--- src/rtl/keypad_scan_ctrl.sv ---
// keypad_scan_ctrl: 4x4 matrix keypad scanner with press/release debounce.
// Drives the rows one-cold (active-low) and samples the columns through a
// 2-flop synchronizer. A key becomes accepted after DEBOUNCE_CYCLES stable
// cycles. Acceptance updates key_code and raises key_held, and it fires a
// one-cycle key_valid pulse.
//
// Ports:
//   clk       system clock
//   rst       asynchronous active-low reset
//   column    keypad columns, active-low, asynchronous to clk
//   row       keypad row drive, one-cold active-low (registered)
//   key_code  hex code of the last accepted key
//   key_valid one-cycle pulse per accepted press (and per auto-repeat)
//   key_held  high while the accepted key stays pressed
//
// Optional feature macro: KEYPAD_REPEAT_EN. When it is defined, holding a key
// produces auto-repeat key_valid pulses. The first pulse comes REPEAT_DELAY
// cycles after acceptance, and later pulses come every REPEAT_RATE cycles.
module keypad_scan_ctrl #(
  parameter int SCAN_DIV        = 50000,
  parameter int DEBOUNCE_CYCLES = 500000,
  parameter int REPEAT_DELAY    = 25000000,
  parameter int REPEAT_RATE     = 10000000
) (
  input  logic       clk,
  input  logic       rst,
  input  logic [3:0] column,
  output logic [3:0] row,
  output logic [3:0] key_code,
  output logic       key_valid,
  output logic       key_held
);

  localparam int DW = $clog2(SCAN_DIV);
  localparam int CW = $clog2(DEBOUNCE_CYCLES + 1);
  localparam logic [DW-1:0] DIV_LAST = DW'(SCAN_DIV - 1);
  localparam logic [CW-1:0] CNT_LAST = CW'(DEBOUNCE_CYCLES - 1);

  typedef enum logic [1:0] {SCAN, DEBOUNCE, HELD, RELEASE} state_t;

  state_t        state, n_state;
  logic [DW-1:0] div, n_div;
  logic [CW-1:0] cnt, n_cnt;
  logic [1:0]    row_idx, n_row_idx;
  logic [1:0]    col_idx, n_col_idx;
  logic [3:0]    col_m, col_s;
  logic [3:0]    n_row, n_code;
  logic          n_valid, n_held;
  logic          bit_up;

`ifdef KEYPAD_REPEAT_EN
  localparam int RPT_MAX = (REPEAT_DELAY > REPEAT_RATE) ? REPEAT_DELAY : REPEAT_RATE;
  localparam int RW = $clog2(RPT_MAX + 1);
  localparam logic [RW-1:0] RD_LAST = RW'(REPEAT_DELAY - 1);
  localparam logic [RW-1:0] RR_LAST = RW'(REPEAT_RATE - 1);
  logic [RW-1:0] rpt_cnt, n_rpt_cnt;
  logic          rpt_first, n_rpt_first;
`else
  logic unused_rpt_params;
  assign unused_rpt_params = ^{REPEAT_DELAY, REPEAT_RATE};
`endif

  function automatic logic [3:0] keymap(input logic [1:0] r, input logic [1:0] c);
    case ({r, c})
      4'h0: keymap = 4'h1;  4'h1: keymap = 4'h2;  4'h2: keymap = 4'h3;  4'h3: keymap = 4'hA;
      4'h4: keymap = 4'h4;  4'h5: keymap = 4'h5;  4'h6: keymap = 4'h6;  4'h7: keymap = 4'hB;
      4'h8: keymap = 4'h7;  4'h9: keymap = 4'h8;  4'hA: keymap = 4'h9;  4'hB: keymap = 4'hC;
      4'hC: keymap = 4'hE;  4'hD: keymap = 4'h0;  4'hE: keymap = 4'hF;  default: keymap = 4'hD;
    endcase
  endfunction

  // Latched column reads 1 when that key is (momentarily) not pressed.
  assign bit_up = col_s[col_idx];

  always_comb begin
    n_state   = state;
    n_div     = div;
    n_cnt     = cnt;
    n_row_idx = row_idx;
    n_col_idx = col_idx;
    n_code    = key_code;
    n_valid   = 1'b0;
    n_held    = key_held;
`ifdef KEYPAD_REPEAT_EN
    n_rpt_cnt   = rpt_cnt;
    n_rpt_first = rpt_first;
`endif
    case (state)
      SCAN: begin
        if (div == DIV_LAST) begin
          n_div = '0;
          if (col_s != 4'hF) begin
            // Lowest-index low column wins among simultaneous keys on a row.
            if      (!col_s[0]) n_col_idx = 2'd0;
            else if (!col_s[1]) n_col_idx = 2'd1;
            else if (!col_s[2]) n_col_idx = 2'd2;
            else                n_col_idx = 2'd3;
            n_cnt   = '0;
            n_state = DEBOUNCE;
          end else begin
            n_row_idx = row_idx + 2'd1;
          end
        end else begin
          n_div = div + DW'(1);
        end
      end
      DEBOUNCE: begin
        if (bit_up) begin
          n_state   = SCAN;
          n_row_idx = row_idx + 2'd1;
          n_div     = '0;
        end else if (cnt == CNT_LAST) begin
          n_code  = keymap(row_idx, col_idx);
          n_valid = 1'b1;
          n_held  = 1'b1;
          n_cnt   = '0;
          n_state = HELD;
`ifdef KEYPAD_REPEAT_EN
          n_rpt_cnt   = '0;
          n_rpt_first = 1'b1;
`endif
        end else begin
          n_cnt = cnt + CW'(1);
        end
      end
      HELD: begin
        if (bit_up) begin
          n_cnt   = '0;
          n_state = RELEASE;
`ifdef KEYPAD_REPEAT_EN
          n_rpt_cnt = '0;
`endif
        end
`ifdef KEYPAD_REPEAT_EN
        else if (rpt_cnt == (rpt_first ? RD_LAST : RR_LAST)) begin
          n_valid     = 1'b1;
          n_rpt_cnt   = '0;
          n_rpt_first = 1'b0;
        end else begin
          n_rpt_cnt = rpt_cnt + RW'(1);
        end
`endif
      end
      RELEASE: begin
        if (!bit_up) begin
          n_state = HELD;
`ifdef KEYPAD_REPEAT_EN
          n_rpt_cnt   = '0;
          n_rpt_first = 1'b1;
`endif
        end else if (cnt == CNT_LAST) begin
          n_held    = 1'b0;
          n_state   = SCAN;
          n_row_idx = row_idx + 2'd1;
          n_div     = '0;
          n_cnt     = '0;
        end else begin
          n_cnt = cnt + CW'(1);
        end
      end
      default: n_state = SCAN;
    endcase
    n_row = ~(4'b0001 << n_row_idx);
  end

  always_ff @(posedge clk or negedge rst) begin
    if (!rst) begin
      state     <= SCAN;
      div       <= '0;
      cnt       <= '0;
      row_idx   <= 2'd0;
      col_idx   <= 2'd0;
      col_m     <= 4'hF;
      col_s     <= 4'hF;
      row       <= 4'b1110;
      key_code  <= 4'h0;
      key_valid <= 1'b0;
      key_held  <= 1'b0;
    end else begin
      state     <= n_state;
      div       <= n_div;
      cnt       <= n_cnt;
      row_idx   <= n_row_idx;
      col_idx   <= n_col_idx;
      col_m     <= column;
      col_s     <= col_m;
      row       <= n_row;
      key_code  <= n_code;
      key_valid <= n_valid;
      key_held  <= n_held;
    end
  end

`ifdef KEYPAD_REPEAT_EN
  always_ff @(posedge clk or negedge rst) begin
    if (!rst) begin
      rpt_cnt   <= '0;
      rpt_first <= 1'b1;
    end else begin
      rpt_cnt   <= n_rpt_cnt;
      rpt_first <= n_rpt_first;
    end
  end
`endif

endmodule

--- config.mk ---
export PLATFORM = sky130hd
export DESIGN_NAME = keypad_scan_ctrl
export DESIGN_NICKNAME = d
export VERILOG_FILES = /design/src/rtl/keypad_scan_ctrl.sv
export SDC_FILE = /design/constraint.sdc
export NUM_CORES = 1
export LEC_CHECK = 0
export CAP_MARGIN = 30
export CELL_PAD_IN_SITES_DETAIL_PLACEMENT = 0
export CELL_PAD_IN_SITES_GLOBAL_PLACEMENT = 1
export CORE_MARGIN = 2
export CORE_UTILIZATION = 54
export DETAILED_ROUTE_END_ITERATION = 10
export DONT_BUFFER_PORTS = 1
export PLACE_DENSITY = 0.86
export REMOVE_ABC_BUFFERS = 1
export SYNTH_ARGS = -nofsm -noshare
export SYNTH_HDL_FRONTEND = slang
export SYNTH_SLANG_ARGS = --single-unit
export TNS_END_PERCENT = 20
--- constraint.sdc ---
create_clock -name clk -period 4.95 [get_ports clk]
set_input_delay 1.2375 -clock clk [delete_from_list [all_inputs] [get_ports clk]]
set_output_delay 1.2375 -clock clk [all_outputs]
set_load 0.03 [all_outputs]
==> flow_summary.html <==
<table>
<tr><th>Metric</th><th>Value</th></tr>
<tr><th colspan="2">Critical path</th></tr>
<tr><td>Crit path max fanout</td><td>10</td></tr>
<tr><td>Reg2reg setup slack</td><td>2.28 ns</td></tr>
<tr><td>Worst setup path category</td><td>register to register</td></tr>
<tr><td>CP Data Required Time</td><td>5.23 ns</td></tr>
<tr><td>Kind of start point of the critical path</td><td>register</td></tr>
<tr><td>Critical path endpoint category</td><td>register</td></tr>
<tr><td>Start of the worst register-to-register path</td><td>col_idx[1]</td></tr>
<tr><td>CP arrival</td><td>2.95 ns</td></tr>
<tr><td>Count of cells along the worst register-to-register path</td><td>5</td></tr>
<tr><td>FF-to-FF End</td><td>cnt[0]</td></tr>
<tr><th colspan="2">GRT</th></tr>
<tr><td>GR Overflow Total</td><td>0</td></tr>
<tr><td>Met2 track demand over resource in global routing</td><td>0.345</td></tr>
<tr><td>Global Route Usage Sum</td><td>0.229</td></tr>
<tr><td>Met3 Usage GRT</td><td>0.0556</td></tr>
<tr><td>Via count of the first global-routing pass</td><td>2343</td></tr>
<tr><td>Wire length of the first global-routing pass</td><td>11300 um</td></tr>
<tr><td>Grt peak-use layer</td><td>met2</td></tr>
<tr><td>Pin count of the biggest net entering global routing</td><td>60</td></tr>
<tr><td>Antenna violations before repair</td><td>0</td></tr>
<tr><td>GR met1 Demand/Resource</td><td>0.314</td></tr>
<tr><th colspan="2">Min path</th></tr>
<tr><td>Instance count along the most critical hold path</td><td>0</td></tr>
<tr><td>Startpoint of the worst hold path</td><td>col_m[2]</td></tr>
<tr><td>Worst Hold Class</td><td>register to register</td></tr>
<tr><td>WHS Endpoint</td><td>col_s[2]</td></tr>
<tr><th colspan="2">Floorplanning</th></tr>
<tr><td>Std-Cell Rows</td><td>27</td></tr>
<tr><td>Die area</td><td>6520 um^2</td></tr>
<tr><td>Initial core utilization</td><td>0.567</td></tr>
<tr><td>Die height</td><td>80.7 um</td></tr>
<tr><td>Horizontal die dimension</td><td>80.7 um</td></tr>
<tr><td>I/O Pins</td><td>16</td></tr>
<tr><td>Area of the placeable core</td><td>5610 um^2</td></tr>
<tr><th colspan="2">Flow run</th></tr>
<tr><td>Max capacitance violation total</td><td>0</td></tr>
<tr><th colspan="2">Outcome</th></tr>
<tr><td>Run status</td><td>complete, no violations</td></tr>
<tr><th colspan="2">Yosys</th></tr>
<tr><td>Warnings from Yosys</td><td>0</td></tr>
<tr><td>Syn_area_per_cell</td><td>9.79 um^2</td></tr>
<tr><td>Ranking of synthesized cells by area</td><td>dfrtp_1 38%, dfstp_2 9.1%, nand2_1 4.5%, mux2i_1 4.1%, a31oi_1 3.7%</td></tr>
<tr><td>Synth Cell Area</td><td>3180 um^2</td></tr>
<tr><td>Leading cell types by count after synthesis</td><td>48 x dfrtp_1, 38 x nand2_1, 19 x a31oi_1</td></tr>
<tr><td>Cell taking the most area after synthesis</td><td>dfrtp_1</td></tr>
<tr><td>Number of instances in the synthesized netlist</td><td>325</td></tr>
<tr><td>Most frequent cell after synthesis</td><td>dfrtp_1</td></tr>
<tr><td>Number of synthesized register bits</td><td>59</td></tr>
<tr><td>Share of synthesized area occupied by flip-flops and latches</td><td>0.469</td></tr>
<tr><td>Portion of synthesized cell area occupied by the leading cell type</td><td>0.378</td></tr>
<tr><td>Library cells used by synthesis</td><td>54</td></tr>
<tr><td>Async set-reset flop share out of synthesis</td><td>1.00</td></tr>
<tr><td>EDFF count, synth</td><td>0</td></tr>
<tr><td>Dominant synthesized flop cell</td><td>dfrtp_1</td></tr>
<tr><th colspan="2">Finish</th></tr>
<tr><td>Area used by multi-input combinational logic</td><td>1570 um^2</td></tr>
<tr><td>Number of nets at the end of the flow</td><td>337</td></tr>
<tr><td>Area growth from synthesis to layout</td><td>7.71%</td></tr>
<tr><td>N_diodes</td><td>0</td></tr>
<tr><td># fillers</td><td>486</td></tr>
<tr><td>Proportion of layout cells with a drive suffix above 1</td><td>0.143</td></tr>
<tr><td>Finished Layout Cells</td><td>401</td></tr>
<tr><td>Flip-flop and latch area</td><td>1490 um^2</td></tr>
<tr><th colspan="2">Routing</th></tr>
<tr><td>Number of DRC markers after the initial detailed-route iteration</td><td>123</td></tr>
<tr><td>Detailed-route wire length</td><td>6570 um</td></tr>
<tr><td>Total via count after detailed routing</td><td>2454</td></tr>
<tr><td>Number of routed nets with antenna violations</td><td>0</td></tr>
<tr><td>DRC</td><td>0</td></tr>
<tr><td>Post-DR vias/cell</td><td>6.12</td></tr>
<tr><td>Drt wl/cell</td><td>16.4 um</td></tr>
<tr><td>TritonRoute pass-1 iters</td><td>4</td></tr>
<tr><th colspan="2">Timing</th></tr>
<tr><td>Crit path time final</td><td>2.67 ns</td></tr>
<tr><td>Number of endpoints with negative hold slack in the final report</td><td>0</td></tr>
<tr><td>Slew at the pin closest to its max-slew limit</td><td>0.978 ns</td></tr>
<tr><td>Final worst clock skew</td><td>0.0115 ns</td></tr>
<tr><td>Setup TNS after final layout</td><td>0 ns</td></tr>
<tr><td>Final Max Slew Viols</td><td>0</td></tr>
<tr><td>Final setup violation count</td><td>0</td></tr>
<tr><td>Max Freq</td><td>375 MHz</td></tr>
<tr><td>Unrepaired setup endpoints after global routing</td><td>no</td></tr>
<tr><td>Slew headroom</td><td>0.348</td></tr>
<tr><td>Period utilization</td><td>0.539</td></tr>
<tr><th colspan="2">Power</th></tr>
<tr><td>Peak supply drop</td><td>0.186 mV</td></tr>
<tr><td>Static Leakage</td><td>0.00152 uW</td></tr>
<tr><td>Power density of the placed cells</td><td>274 nW/um^2</td></tr>
<tr><th colspan="2">Clocking</th></tr>
<tr><td>Quantity of hold-fixing buffers added after cts</td><td>0</td></tr>
<tr><td>Total setup buffers inserted after CTS</td><td>0</td></tr>
<tr><td>Total number of H-tree levels</td><td>3</td></tr>
<tr><td>Num Clock Sinks</td><td>59</td></tr>
<tr><td>CTS tree</td><td>done</td></tr>
<tr><td>Number of CTS-inserted buffers</td><td>9</td></tr>
<tr><td>CTS root buf</td><td>clkbuf_8</td></tr>
<tr><td>Number of cells upsized or downsized after cts</td><td>0</td></tr>
<tr><td>CTS Buffer Depth</td><td>2</td></tr>
<tr><td>Clk slew on worst S/H paths</td><td>0.07 ns</td></tr>
<tr><td>Insertion delay to the later sink of the worst-skew pair</td><td>0.34 ns</td></tr>
<tr><th colspan="2">Placed design</th></tr>
<tr><td>Placed wire-length estimate after detailed placement</td><td>4380 um</td></tr>
<tr><td>DP Cell Count</td><td>385</td></tr>
<tr><td># port buffers</td><td>0</td></tr>
<tr><td>RePlAce Congestion</td><td>0.827</td></tr>
</table>
[layout make-up]
class | instances | share of cell area
clock buffer | 9 | 0.0362
clock inverter | 7 | 0.0223
inverter | 17 | 0.0186
multi-input combinational | 236 | 0.459
sequential | 59 | 0.435
tap | 72 | 0.0263
timing repair buffer | 1 | 0.00219
[placed cells by master (no fill, tap or decap), types with 3 or more instances in the layout]
| cell | n |
|---|---|
| o21ai_0 | 14 |
| nor3_1 | 7 |
| a21o_1 | 5 |
| a2bb2oi_1 | 3 |
| nor4_1 | 4 |
| ha_1 | 7 |
| or4_1 | 4 |
| mux2_2 | 6 |
| nor2_1 | 13 |
| a21oi_1 | 17 |
| a31oi_1 | 19 |
| a22oi_1 | 7 |
| nand3_1 | 14 |
| clkbuf_8 | 9 |
| or3_1 | 6 |
| nand4_1 | 11 |
| nand2_1 | 38 |
| mux2i_1 | 13 |
| inv_1 | 16 |
| and3_1 | 4 |
| and2_1 | 6 |
| dfstp_2 | 11 |
| dfrtp_1 | 48 |
[per-layer routing]
metal,share of wire,wire length (um)
met1,0.48,3160
met2,0.47,3090
met3,0.032,208
met4,0.017,113
met5,0,0
[per-stage QoR]
stage | utilization | worst slack (ns) | area, um^2 | total power (uW) | hold slack [ns]
floorplan | - | 2.61 | 3120 | 502 | 0.345
global placement | 0.575 | 2.33 | 3230 | 504 | 0.346
detailed placement | 0.575 | 2.30 | 3230 | 504 | 0.347
CTS | 0.611 | 2.29 | 3430 | 950 | 0.358
global route | 0.611 | 2.11 | 3430 | 975 | 0.362
finish | 0.611 | 2.28 | 3430 | 939 | 0.357
[state kept, by name (all words and copies together) (netlist names), named ones only]
signal	flops
cnt	19
div	16
col_m	4
col_s	4
key_code	4
row	4
col_idx	2
row_idx	2
key_held	1
key_valid	1
state	1
[how the worst max path moves through the flow]
stage / start / end / cells after the start
final: col_idx[1] / cnt[0] / 5
after global routing: div[7] / cnt[8] / 5
after CTS: div[7] / cnt[8] / 5
after detailed placement: div[7] / cnt[8] / 5
after global placement: div[7] / cnt[8] / 5
after floorplan: div[7] / cnt[8] / 5
[power by group]
part / total [uW] / switching [uW] / leakage [uW] / internal (uW)
Sequential: 490 / 1.72 / 0.000772 / 488
Clock: 445 / 210 / 0.0000958 / 234
Combinational: 4.93 / 3.50 / 0.000647 / 1.43
[cell families (layout without fill, tap and decap cells)]
logic type               Yosys count  count (layout)  share of synthesized area
multiplexers                      21              21                     0.0763
XOR/XNOR                           3               3                    0.00826
flip-flops                        59              59                      0.469
adder cells (fa/ha/maj)            7               7                     0.0275
buffers and inverters             30              34                     0.0382
AND/OR/NAND/NOR                  125             125                      0.220
AO/OA/AOI/OAI                     80              80                      0.161
[worst max-delay path: stages, from the launching register on]
cell	delay, ns
dfrtp_1	0.49
mux4_2	0.66
inv_2	0.14
mux2i_1	0.69
and2_1	0.42
mux2_2	0.21
Note: power is estimated with default switching activity, not from simulation.
